### src/rtl/lstm_gate_scheduler_pkg.sv
// Shared constants and types for the LSTM gate scheduler: default word format,
// gate and config-select encodings, and the sequencer state enum.
package lstm_pkg;

    localparam int DEF_DATA_WIDTH  = 16;
    localparam int DEF_FRACT_WIDTH = 8;

    localparam logic [1:0] GATE_I = 2'd0;
    localparam logic [1:0] GATE_F = 2'd1;
    localparam logic [1:0] GATE_G = 2'd2;
    localparam logic [1:0] GATE_O = 2'd3;

    localparam logic [1:0] SEL_W0 = 2'd0;
    localparam logic [1:0] SEL_W1 = 2'd1;
    localparam logic [1:0] SEL_B  = 2'd2;

    localparam int NUM_GATES = 4;

    typedef enum logic [1:0] {
        IDLE    = 2'd0,
        COMPUTE = 2'd1,
        DONE    = 2'd2
    } state_e;

endpackage

### src/rtl/lstm_gate_scheduler_if.sv
// Config, input-pair and gate-bundle signals of the scheduler. The slave side is
// the scheduler itself; the master side is whoever feeds it and consumes results.
interface lstm_gate_scheduler_if #(
    parameter int DATA_WIDTH = 16
);
    logic                  cfg_we;
    logic [3:0]            cfg_addr;
    logic [DATA_WIDTH-1:0] cfg_data;
    logic                  cfg_busy;

    logic                  in_valid;
    logic                  in_ready;
    logic [DATA_WIDTH-1:0] x_in;
    logic [DATA_WIDTH-1:0] h_in;

    logic                  out_valid;
    logic                  out_ready;
    logic [DATA_WIDTH-1:0] gate_i;
    logic [DATA_WIDTH-1:0] gate_f;
    logic [DATA_WIDTH-1:0] gate_g;
    logic [DATA_WIDTH-1:0] gate_o;

    modport master (
        output cfg_we, cfg_addr, cfg_data, in_valid, x_in, h_in, out_ready,
        input  cfg_busy, in_ready, out_valid, gate_i, gate_f, gate_g, gate_o
    );

    modport slave (
        input  cfg_we, cfg_addr, cfg_data, in_valid, x_in, h_in, out_ready,
        output cfg_busy, in_ready, out_valid, gate_i, gate_f, gate_g, gate_o
    );

endinterface

### src/rtl/lstm_gate_scheduler_gate_mac.sv
// Shared combinational gate datapath: out = (W0*x >>> F) + (W1*h >>> F) + b,
// every term truncated to the word width and summed with wrap-around.
module gate_mac
    import lstm_pkg::*;
#(
    parameter int DATA_WIDTH  = DEF_DATA_WIDTH,
    parameter int FRACT_WIDTH = DEF_FRACT_WIDTH
) (
    input  logic signed [DATA_WIDTH-1:0] x_i,
    input  logic signed [DATA_WIDTH-1:0] h_i,
    input  logic signed [DATA_WIDTH-1:0] w0_i,
    input  logic signed [DATA_WIDTH-1:0] w1_i,
    input  logic signed [DATA_WIDTH-1:0] b_i,
    output logic signed [DATA_WIDTH-1:0] out_o
);

    // Only the low DATA_WIDTH+FRACT_WIDTH product bits survive the scaling, so the
    // multiply is evaluated at that width; the low bits of a signed product are exact.
    logic signed [DATA_WIDTH+FRACT_WIDTH-1:0] prod0;
    logic signed [DATA_WIDTH+FRACT_WIDTH-1:0] prod1;
    logic signed [DATA_WIDTH-1:0]             term0;
    logic signed [DATA_WIDTH-1:0]             term1;

    assign prod0 = w0_i * x_i;
    assign prod1 = w1_i * h_i;
    assign term0 = DATA_WIDTH'(prod0 >>> FRACT_WIDTH);
    assign term1 = DATA_WIDTH'(prod1 >>> FRACT_WIDTH);
    assign out_o = term0 + term1 + b_i;

endmodule

### src/rtl/lstm_gate_scheduler.sv
// Time-multiplexes one gate_mac across the four LSTM gates of a timestep, one gate
// per cycle, and presents the finished bundle with a valid/ready handshake.
module lstm_gate_scheduler
    import lstm_pkg::*;
#(
    parameter int DATA_WIDTH  = DEF_DATA_WIDTH,
    parameter int FRACT_WIDTH = DEF_FRACT_WIDTH
) (
    input  logic                  clk,
    input  logic                  rst_n,
    lstm_gate_scheduler_if.slave  bus
);

    state_e                state_q;
    logic [1:0]            cnt_q;
    logic [DATA_WIDTH-1:0] x_q;
    logic [DATA_WIDTH-1:0] h_q;
    logic [DATA_WIDTH-1:0] gate_q [NUM_GATES];
    logic                  out_valid_q;
    logic                  in_ready_q;
    logic                  cfg_busy_q;

    logic [DATA_WIDTH-1:0] w0_arr [NUM_GATES];
    logic [DATA_WIDTH-1:0] w1_arr [NUM_GATES];
    logic [DATA_WIDTH-1:0] b_arr  [NUM_GATES];
    logic [DATA_WIDTH-1:0] mac_out;

    logic       cfg_wr;
    logic [1:0] cfg_gate;
    logic [1:0] cfg_sel;

    assign cfg_gate = bus.cfg_addr[3:2];
    assign cfg_sel  = bus.cfg_addr[1:0];
    assign cfg_wr   = bus.cfg_we && (state_q == IDLE);

    // One W0/W1/b triple per gate; reserved selects fall through the case untouched.
    genvar gi;
    generate
        for (gi = 0; gi < NUM_GATES; gi++) begin : g_cfg
            logic [DATA_WIDTH-1:0] w0_q;
            logic [DATA_WIDTH-1:0] w1_q;
            logic [DATA_WIDTH-1:0] b_q;

            always_ff @(posedge clk or negedge rst_n) begin
                if (!rst_n) begin
                    w0_q <= '0;
                    w1_q <= '0;
                    b_q  <= '0;
                end else if (cfg_wr && (cfg_gate == 2'(gi))) begin
                    case (cfg_sel)
                        SEL_W0:  w0_q <= bus.cfg_data;
                        SEL_W1:  w1_q <= bus.cfg_data;
                        SEL_B:   b_q  <= bus.cfg_data;
                        default: ;
                    endcase
                end
            end

            assign w0_arr[gi] = w0_q;
            assign w1_arr[gi] = w1_q;
            assign b_arr[gi]  = b_q;
        end
    endgenerate

    gate_mac #(
        .DATA_WIDTH  (DATA_WIDTH),
        .FRACT_WIDTH (FRACT_WIDTH)
    ) u_gate_mac (
        .x_i   (x_q),
        .h_i   (h_q),
        .w0_i  (w0_arr[cnt_q]),
        .w1_i  (w1_arr[cnt_q]),
        .b_i   (b_arr[cnt_q]),
        .out_o (mac_out)
    );

    always_ff @(posedge clk or negedge rst_n) begin
        if (!rst_n) begin
            state_q     <= IDLE;
            cnt_q       <= '0;
            x_q         <= '0;
            h_q         <= '0;
            for (int g = 0; g < NUM_GATES; g++) gate_q[g] <= '0;
            out_valid_q <= 1'b0;
            in_ready_q  <= 1'b1;
            cfg_busy_q  <= 1'b0;
        end else begin
            unique case (state_q)
                IDLE: begin
                    if (bus.in_valid) begin
                        x_q        <= bus.x_in;
                        h_q        <= bus.h_in;
                        cnt_q      <= '0;
                        state_q    <= COMPUTE;
                        in_ready_q <= 1'b0;
                        cfg_busy_q <= 1'b1;
                    end
                end
                COMPUTE: begin
                    gate_q[cnt_q] <= mac_out;
                    cnt_q         <= cnt_q + 2'd1;
                    if (cnt_q == GATE_O) begin
                        state_q     <= DONE;
                        out_valid_q <= 1'b1;
                    end
                end
                DONE: begin
                    if (bus.out_ready) begin
                        state_q     <= IDLE;
                        out_valid_q <= 1'b0;
                        in_ready_q  <= 1'b1;
                        cfg_busy_q  <= 1'b0;
                    end
                end
                default: state_q <= IDLE;
            endcase
        end
    end

    assign bus.in_ready  = in_ready_q;
    assign bus.cfg_busy  = cfg_busy_q;
    assign bus.out_valid = out_valid_q;
    assign bus.gate_i    = gate_q[GATE_I];
    assign bus.gate_f    = gate_q[GATE_F];
    assign bus.gate_g    = gate_q[GATE_G];
    assign bus.gate_o    = gate_q[GATE_O];

endmodule

### src/flat_wrapper.sv
// flat-port wrapper written by rule: the top's interface ports become plain ports
module lstm_gate_scheduler_flat import lstm_pkg::*;
#(
    parameter int DATA_WIDTH  = DEF_DATA_WIDTH,
    parameter int FRACT_WIDTH = DEF_FRACT_WIDTH
)
  (clk, rst_n, bus_cfg_we, bus_cfg_addr, bus_cfg_data, bus_in_valid, bus_x_in, bus_h_in, bus_out_ready, bus_cfg_busy, bus_in_ready, bus_out_valid, bus_gate_i, bus_gate_f, bus_gate_g, bus_gate_o);
  lstm_gate_scheduler_if #(.DATA_WIDTH(DATA_WIDTH)) bus_i ();
  input  logic clk;
  input  logic rst_n;
  input wire logic [$bits(bus_i.cfg_we)-1:0] bus_cfg_we;
  input wire logic [$bits(bus_i.cfg_addr)-1:0] bus_cfg_addr;
  input wire logic [$bits(bus_i.cfg_data)-1:0] bus_cfg_data;
  input wire logic [$bits(bus_i.in_valid)-1:0] bus_in_valid;
  input wire logic [$bits(bus_i.x_in)-1:0] bus_x_in;
  input wire logic [$bits(bus_i.h_in)-1:0] bus_h_in;
  input wire logic [$bits(bus_i.out_ready)-1:0] bus_out_ready;
  output wire logic [$bits(bus_i.cfg_busy)-1:0] bus_cfg_busy;
  output wire logic [$bits(bus_i.in_ready)-1:0] bus_in_ready;
  output wire logic [$bits(bus_i.out_valid)-1:0] bus_out_valid;
  output wire logic [$bits(bus_i.gate_i)-1:0] bus_gate_i;
  output wire logic [$bits(bus_i.gate_f)-1:0] bus_gate_f;
  output wire logic [$bits(bus_i.gate_g)-1:0] bus_gate_g;
  output wire logic [$bits(bus_i.gate_o)-1:0] bus_gate_o;
  assign bus_i.cfg_we = bus_cfg_we;
  assign bus_i.cfg_addr = bus_cfg_addr;
  assign bus_i.cfg_data = bus_cfg_data;
  assign bus_i.in_valid = bus_in_valid;
  assign bus_i.x_in = bus_x_in;
  assign bus_i.h_in = bus_h_in;
  assign bus_i.out_ready = bus_out_ready;
  assign bus_cfg_busy = bus_i.cfg_busy;
  assign bus_in_ready = bus_i.in_ready;
  assign bus_out_valid = bus_i.out_valid;
  assign bus_gate_i = bus_i.gate_i;
  assign bus_gate_f = bus_i.gate_f;
  assign bus_gate_g = bus_i.gate_g;
  assign bus_gate_o = bus_i.gate_o;
  lstm_gate_scheduler #(.DATA_WIDTH(DATA_WIDTH), .FRACT_WIDTH(FRACT_WIDTH)) u_core (.clk(clk), .rst_n(rst_n), .bus(bus_i));
endmodule
### config.mk
export PLATFORM = sky130hd
export DESIGN_NAME = lstm_gate_scheduler_flat
export DESIGN_NICKNAME = d
export VERILOG_FILES = /design/src/rtl/lstm_gate_scheduler_pkg.sv /design/src/rtl/lstm_gate_scheduler_if.sv /design/src/rtl/lstm_gate_scheduler_gate_mac.sv /design/src/rtl/lstm_gate_scheduler.sv /design/src/flat_wrapper.sv
export SDC_FILE = /design/constraint.sdc
export NUM_CORES = 1
export LEC_CHECK = 0
export CORE_MARGIN = 4
export CORE_UTILIZATION = 57
export CTS_CLUSTER_DIAMETER = 30
export DETAILED_ROUTE_END_ITERATION = 10
export HOLD_SLACK_MARGIN = 0.08
export PLACE_DENSITY = 0.79
export SETUP_SLACK_MARGIN = 0.4
export SKIP_CTS_REPAIR_TIMING = 1
export SKIP_LAST_GASP = 1
export SYNTH_ARGS = -nofsm -noshare
export SYNTH_HDL_FRONTEND = slang
export SYNTH_HIERARCHICAL = 1
export SYNTH_SLANG_ARGS = --single-unit
### constraint.sdc
create_clock -name clk -period 9.51 [get_ports clk]
set_input_delay 0.951 -clock clk [delete_from_list [all_inputs] [get_ports clk]]
set_output_delay 0.951 -clock clk [all_outputs]
set_load 0.005 [all_outputs]
==> results of run 1 <==
-- cell families (layout without fill, tap and decap cells) --
group	after synthesis	in the layout	synth area share (%)
compound gates	76	76	1.91
flops	295	295	26.3
xor+xnor	87	87	2.76
fa+ha+maj	546	546	34.7
simple gates	558	558	9.90
buf+inv	654	836	9.03
mux	337	337	15.4
-- layer usage --
| metal | vias to the layer above | part of all wire [%] | wire length (µm) |
|---|---|---|---|
| met2 | 722 | 51 | 35600 |
| met5 | - | 0.048 | 34 |
| met4 | 6 | 3.6 | 2530 |
| met1 | 9825 | 39 | 27400 |
| li1 | 8163 | - | - |
| met3 | 152 | 6.9 | 4840 |
-- sequential cells by signal, indices dropped and copies added, names as in the netlist, 2 cells and up --
signal             cells
u_core/g_cfg.w1_q     64
u_core/bus.gate_i     16
u_core/cnt_q           2
u_core/g_cfg.b_q      64
u_core/bus.gate_f     16
u_core/h_q            16
u_core/g_cfg.w0_q     64
u_core/x_q            16
u_core/bus.gate_g     16
u_core/state_q         2
u_core/bus.gate_o     16
-- metrics by stage --
stage | util [%] | cells | setup TNS (ps) | area, µm²
2_1_floorplan | - | 2553 | 0 | 28100
6_report | 66.6 | 3399 | 0 | 32500
4_1_cts | 65.2 | 3351 | -325 | 31800
5_1_grt | 66.6 | 3399 | 0 | 32500
3_3_place_gp | 61.2 | 3246 | 0 | 29900
3_5_place_dp | 61.2 | 3246 | 0 | 29900
-- path summary, 6_finish.rpt --
path,from,to,slack (ps),cells past startpoint
min reg2reg,u_core/g_cfg[2].b_q[12]$_DFFE_PN0P_,u_core/g_cfg[2].b_q[12]$_DFFE_PN0P_,500,1
max in group asynchronous,rst_n,u_core/cnt_q[0]$_DFFE_PN0P_,7360,2
max,u_core/cnt_q[0]$_DFFE_PN0P_,u_core/bus.gate_g[15]$_DFFE_PN0P_,310,35
min,rst_n,u_core/bus.gate_o[6]$_DFFE_PN0P_,410,1
min in group clk,u_core/g_cfg[2].b_q[12]$_DFFE_PN0P_,u_core/g_cfg[2].b_q[12]$_DFFE_PN0P_,500,1
max reg2reg,u_core/cnt_q[0]$_DFFE_PN0P_,u_core/bus.gate_g[15]$_DFFE_PN0P_,310,35
-- Yosys cell counts, drive strengths merged (10+ instances only) --
master,instances,share of area [%]
a21o,11,0.29
a21oi,18,0.32
and2,195,4.3
buf,31,0.71
clkbuf,92,1.2
dfrtp,294,26
fa,388,28
ha,158,7.0
inv,531,7.1
mux2,289,12
mux4,48,3.8
nand2,263,3.5
nand2b,18,0.40
nor2,35,0.47
nor3,10,0.18
o21ai,16,0.30
xnor2,68,2.1
xor2,18,0.56
-- final cells by class --
cell class / count / area [µm²] / share of cell area, %
Sequential cell: 295 / 7390 / 22.7
Clock buffer: 63 / 1510 / 4.64
Timing Repair Buffer: 200 / 1950 / 5.99
Tap cell: 664 / 831 / 2.55
Clock inverter: 42 / 447 / 1.37
Inverter: 531 / 1990 / 6.12
Multi-Input combinational cell: 1604 / 18400 / 56.6
-- critical path: cells and delay by family, from the launching register on --
kind / cells / cell delay, ps
mux: 2 / 890
xor+xnor: 9 / 1600
buf+inv: 7 / 480
compound gates: 7 / 1830
flops: 1 / 480
fa+ha+maj: 8 / 3530
simple gates: 2 / 270
==> impl_metrics.toml, run 1 <==
[clock_tree]
numClockSinks = 295
clock-root-buffer = "clkbuf_16"
clockBufferDepth = 3
clock_latency_ps = 600
clkTransAtPathRegs_ps = 60
cts_tree = "built"
htree_num_levels = 2
cts_buffers = 57

[floorplanning]
core_um2 = 48800
die_w_um = 230
die_y_um = 230
start_util_pct = 57.5
die-area_um2 = 52900
placementRows = 81
io_pins = 124

[sta]
max_slew_margin_pct = 21.6
fin_skew_ps = 23.2
finalMaxSlewViolations = 0
fin_crit_ps = 9200
setup_ws_ps = 308
period_share_pct = 96.8
whs_ps = 411
fmax_mhz = 109
finalHoldViolCount = 0
tightest_slew_ps = 1180
report.final.setup_viol = 0
rsz0062_at_grt = "yes"

[cells_and_area]
drive_above_1_share_pct = 20.8
n_fill_cell = 3561
final_common_cell = "inv_1"
areaGrowthSynthToFinish_pct = 15.8
layout_common_cells = "inv_1, fa_1, dfrtp_1"
fin_nets = 3292
diodes = 0

[synth]
yosys.cell_types.count = 56
ys_seq_area_share_pct = 26.3
synthesis.instances = 2553
ys.flop_type = "dfrtp_1"
synth_edf_count = 0
async_reset_ff_share_pct = 100
avgSynthCellArea_um2 = 11.0
syn_nets = 3156
synth_seq_cells = 295
yosysWarningCount = 6
synth_area_um2 = 28100

[global_route]
grt_first_pass_wirelength_um = 112000
overflow = 0
antenna_found_initial = 3
grt_pass1_vias = 21187
track_usage_pct = 26.8
grt_use_met2_pct = 45.7
use_met3_pct = 5.59
top_usage_layer = "met2"
use_met1_pct = 34.0
grt_max_degree = 194

[drt]
wl_um = 70400
drt_iter0_drc = 1039
routed_via_density = 5.55
detail-route-antenna-nets = 0
dr.pass1.iters = 5
num_vias = 18868
wl_per_cell_um = 20.7
drc_errors = 0

[setup_path]
critical_path_class = "reg2reg"
critPathMostFrequentCell = "fa_1"
cp_slowest_stage_delay_ps = 580
cp.required_ps = 9970
crit_path_end_kind = "flip-flop"
worst-endpoint-arrival_ps = 9670
worst-path-max-fanout = 6
cp-start-kind = "flip-flop"
cpMaxStageDelayCell = "mux4_2"

[placement]
dp_slack_ps = 25.1
portBuffers = 123
dp_hpwl_um = 51300
gp_congestion = 0.911

[run_status]
status = "completed"

[job]
cap_violations = 0

[hold_path]
hp-class = "in2async"
Power of run 1 is left out: the tool's default activity adds up to more than one toggle a clock period on the data nets, which glitch-free logic cannot reach.
==> run 2, diff against run 1 <==
--- a/config.mk
+++ b/config.mk
@@ -8,6 +8,7 @@
 export CORE_MARGIN = 4
 export CORE_UTILIZATION = 57
 export CTS_CLUSTER_DIAMETER = 30
+export CTS_CLUSTER_SIZE = 16
 export DETAILED_ROUTE_END_ITERATION = 10
 export HOLD_SLACK_MARGIN = 0.08
 export PLACE_DENSITY = 0.79
==> results of run 2 <==
Same layout as run 1: the final DEF is identical, and so are final timing and power.
Power of run 2 is left out for the same reason.
==> run 3, diff against run 2 <==
--- a/config.mk
+++ b/config.mk
@@ -5,16 +5,18 @@
 export SDC_FILE = /design/constraint.sdc
 export NUM_CORES = 1
 export LEC_CHECK = 0
+export ABC_AREA = 1
 export CORE_MARGIN = 4
 export CORE_UTILIZATION = 57
 export CTS_CLUSTER_DIAMETER = 30
 export CTS_CLUSTER_SIZE = 16
 export DETAILED_ROUTE_END_ITERATION = 10
 export HOLD_SLACK_MARGIN = 0.08
-export PLACE_DENSITY = 0.79
+export PLACE_DENSITY = 0.78
 export SETUP_SLACK_MARGIN = 0.4
 export SKIP_CTS_REPAIR_TIMING = 1
 export SKIP_LAST_GASP = 1
+export SLEW_MARGIN = 20
 export SYNTH_ARGS = -nofsm -noshare
 export SYNTH_HDL_FRONTEND = slang
 export SYNTH_HIERARCHICAL = 1
==> impl_metrics.toml, run 3 <==
[synth]
ys.flop_type = "dfrtp_1"
yosysWarningCount = 6
synth_largest_area_cell = "fa_1"
synth_common_cells = "nand2_1, inv_1, fa_1"
synth_edf_count = 0
yosysMostFrequentCell = "nand2_1"
async_reset_ff_share_pct = 100
syn_nets = 4438
avgSynthCellArea_um2 = 7.89
synthesis.instances = 3835
synth_area_um2 = 30200
synth_top_area_share_pct = 25.7
yosys-top-cells-area = "fa_1, dfrtp_1, nand2_1"
synth_seq_cells = 295
yosys.cell_types.count = 48
ys_seq_area_share_pct = 24.4

[drt]
num_vias = 25259
drt_iter0_drc = 2564
wl_per_cell_um = 17.4
routed_via_density = 5.46
dr.pass1.iters = 6
detail-route-antenna-nets = 0
wl_um = 80400
drc_errors = 0

[clock_tree]
clockBufferDepth = 3
clock_latency_ps = 580
numClockSinks = 295
htree_num_levels = 3
clock-root-buffer = "clkbuf_16"
cts_buffers = 67
cts_tree = "built"
clkTransAtPathRegs_ps = 50

[global_route]
grt_max_degree = 101
grt_pass1_vias = 25414
grt_first_pass_wirelength_um = 130000
track_usage_pct = 28.3
antenna_found_initial = 0
overflow = 0

[setup_path]
cp.required_ps = 9970
cpMaxStageDelayCell = "fa_1"
critPathMostFrequentCell = "inv_1"
crit_path_end_kind = "flip-flop"
worst-endpoint-arrival_ps = 9150
worst-path-max-fanout = 18
cp-start-kind = "flip-flop"
critical_path_class = "reg2reg"
cp_slowest_stage_delay_ps = 530

[cells_and_area]
reg_top3 = "u_core/g_cfg.b_q (64), u_core/g_cfg.w0_q (64), u_core/g_cfg.w1_q (64)"
final_common_cell = "nand2_1"
fin_nets = 4489
areaGrowthSynthToFinish_pct = 13.5
diodes = 0
final_cell_area_um2 = 34300
layout_common_cells = "nand2_1, inv_1, fa_1"
drive_above_1_share_pct = 6.35

[sta]
rsz0062_at_grt = "no"
fin_crit_ps = 8680
finalMaxSlewViolations = 0
report.final.setup_viol = 0
finalHoldViolCount = 0
max_slew_margin_pct = 32.4
whs_ps = 397
fin_skew_ps = 27.6
tightest_slew_ps = 1010
fmax_mhz = 115
tns_ps = 0
setup_ws_ps = 828
period_share_pct = 91.3

[placement]
gp_congestion = 0.930
dp_slack_ps = 688
dp_hpwl_um = 56100
dpl_cell_area_um2 = 31600
portBuffers = 123

[floorplanning]
core_um2 = 52600
placementRows = 84
die_w_um = 238
die_y_um = 238
start_util_pct = 57.6
die-area_um2 = 56800
io_pins = 124

[hold_path]
hp-class = "in2async"

[run_status]
status = "completed"

[job]
cap_violations = 0
run 3: changes by cell type after synthesis, sizes merged, moves of 48 or more:
| cell | before | now |
|---|---|---|
| and2 | 195 | 0 |
| nor2 | 35 | 148 |
| nand2 | 263 | 1166 |
| inv | 531 | 806 |
| mux2 | 289 | 0 |
| nand3 | 8 | 251 |
| mux4 | 48 | 0 |
| o21ai | 16 | 191 |
run 3: final cells by class:
type,instances,area [µm²]
Clock inverter,37,589
Tap cell,688,861
Clock buffer,85,1870
Fill cell,4181,18200
Sequential cell,295,7380
Inverter,806,3040
Timing Repair Buffer,187,1840
Multi-Input combinational cell,2528,18800
Timing Repair inverter,1,8.76
run 3: per-stage QoR:
step,instances,utilization (%)
finish,4627,65.4
global placement,4493,60.1
floorplan,3835,-
global route,4627,65.4
CTS,4615,64.8
detailed placement,4493,60.1
run 3: critical path: cells and delay by family (launching register included):
kind	cells	cell delay, ps
compound gates	9	1470
xor+xnor	2	680
fa+ha+maj	9	4070
buf+inv	14	1240
flops	1	490
simple gates	5	590
run 3: logic make-up after synthesis:
kind of cell	after synthesis	synth area share (%)
AO/OA/AOI/OAI	327	5.88
XOR/XNOR	59	1.71
adder cells (fa/ha/maj)	546	32.2
buffers and inverters	1012	14.0
flip-flops	295	24.4
AND/OR/NAND/NOR	1596	21.8
run 3: routing by layer:
metal / global-route usage (%) / vias to the layer above / routed length, µm
li1: - / 11548 / -
met1: 38.3 / 12365 / 32100
met2: 46.3 / 1166 / 38400
met3: 5.47 / 180 / 6960
met4: 9.82 / 0 / 2930
met5: 0 / - / 0
run 3: path summary, 6_finish.rpt:
kind                                                  from                                  to  slack (ps)  cells past startpoint
min reg2reg                u_core/bus.in_ready$_DFFE_PN1P_     u_core/bus.in_ready$_DFFE_PN1P_         460                      2
min                                                  rst_n  u_core/g_cfg[1].b_q[0]$_DFFE_PN0P_         400                      1
max                            u_core/cnt_q[0]$_DFFE_PN0P_   u_core/bus.gate_f[13]$_DFFE_PN0P_         830                     39
max in group asynchronous                            rst_n    u_core/bus.gate_o[1]$_DFFE_PN0P_        6850                      3
max reg2reg                    u_core/cnt_q[0]$_DFFE_PN0P_   u_core/bus.gate_f[13]$_DFFE_PN0P_         830                     39
min in group clk           u_core/bus.in_ready$_DFFE_PN1P_     u_core/bus.in_ready$_DFFE_PN1P_         460                      2
Power of run 3 is left out for the same reason.
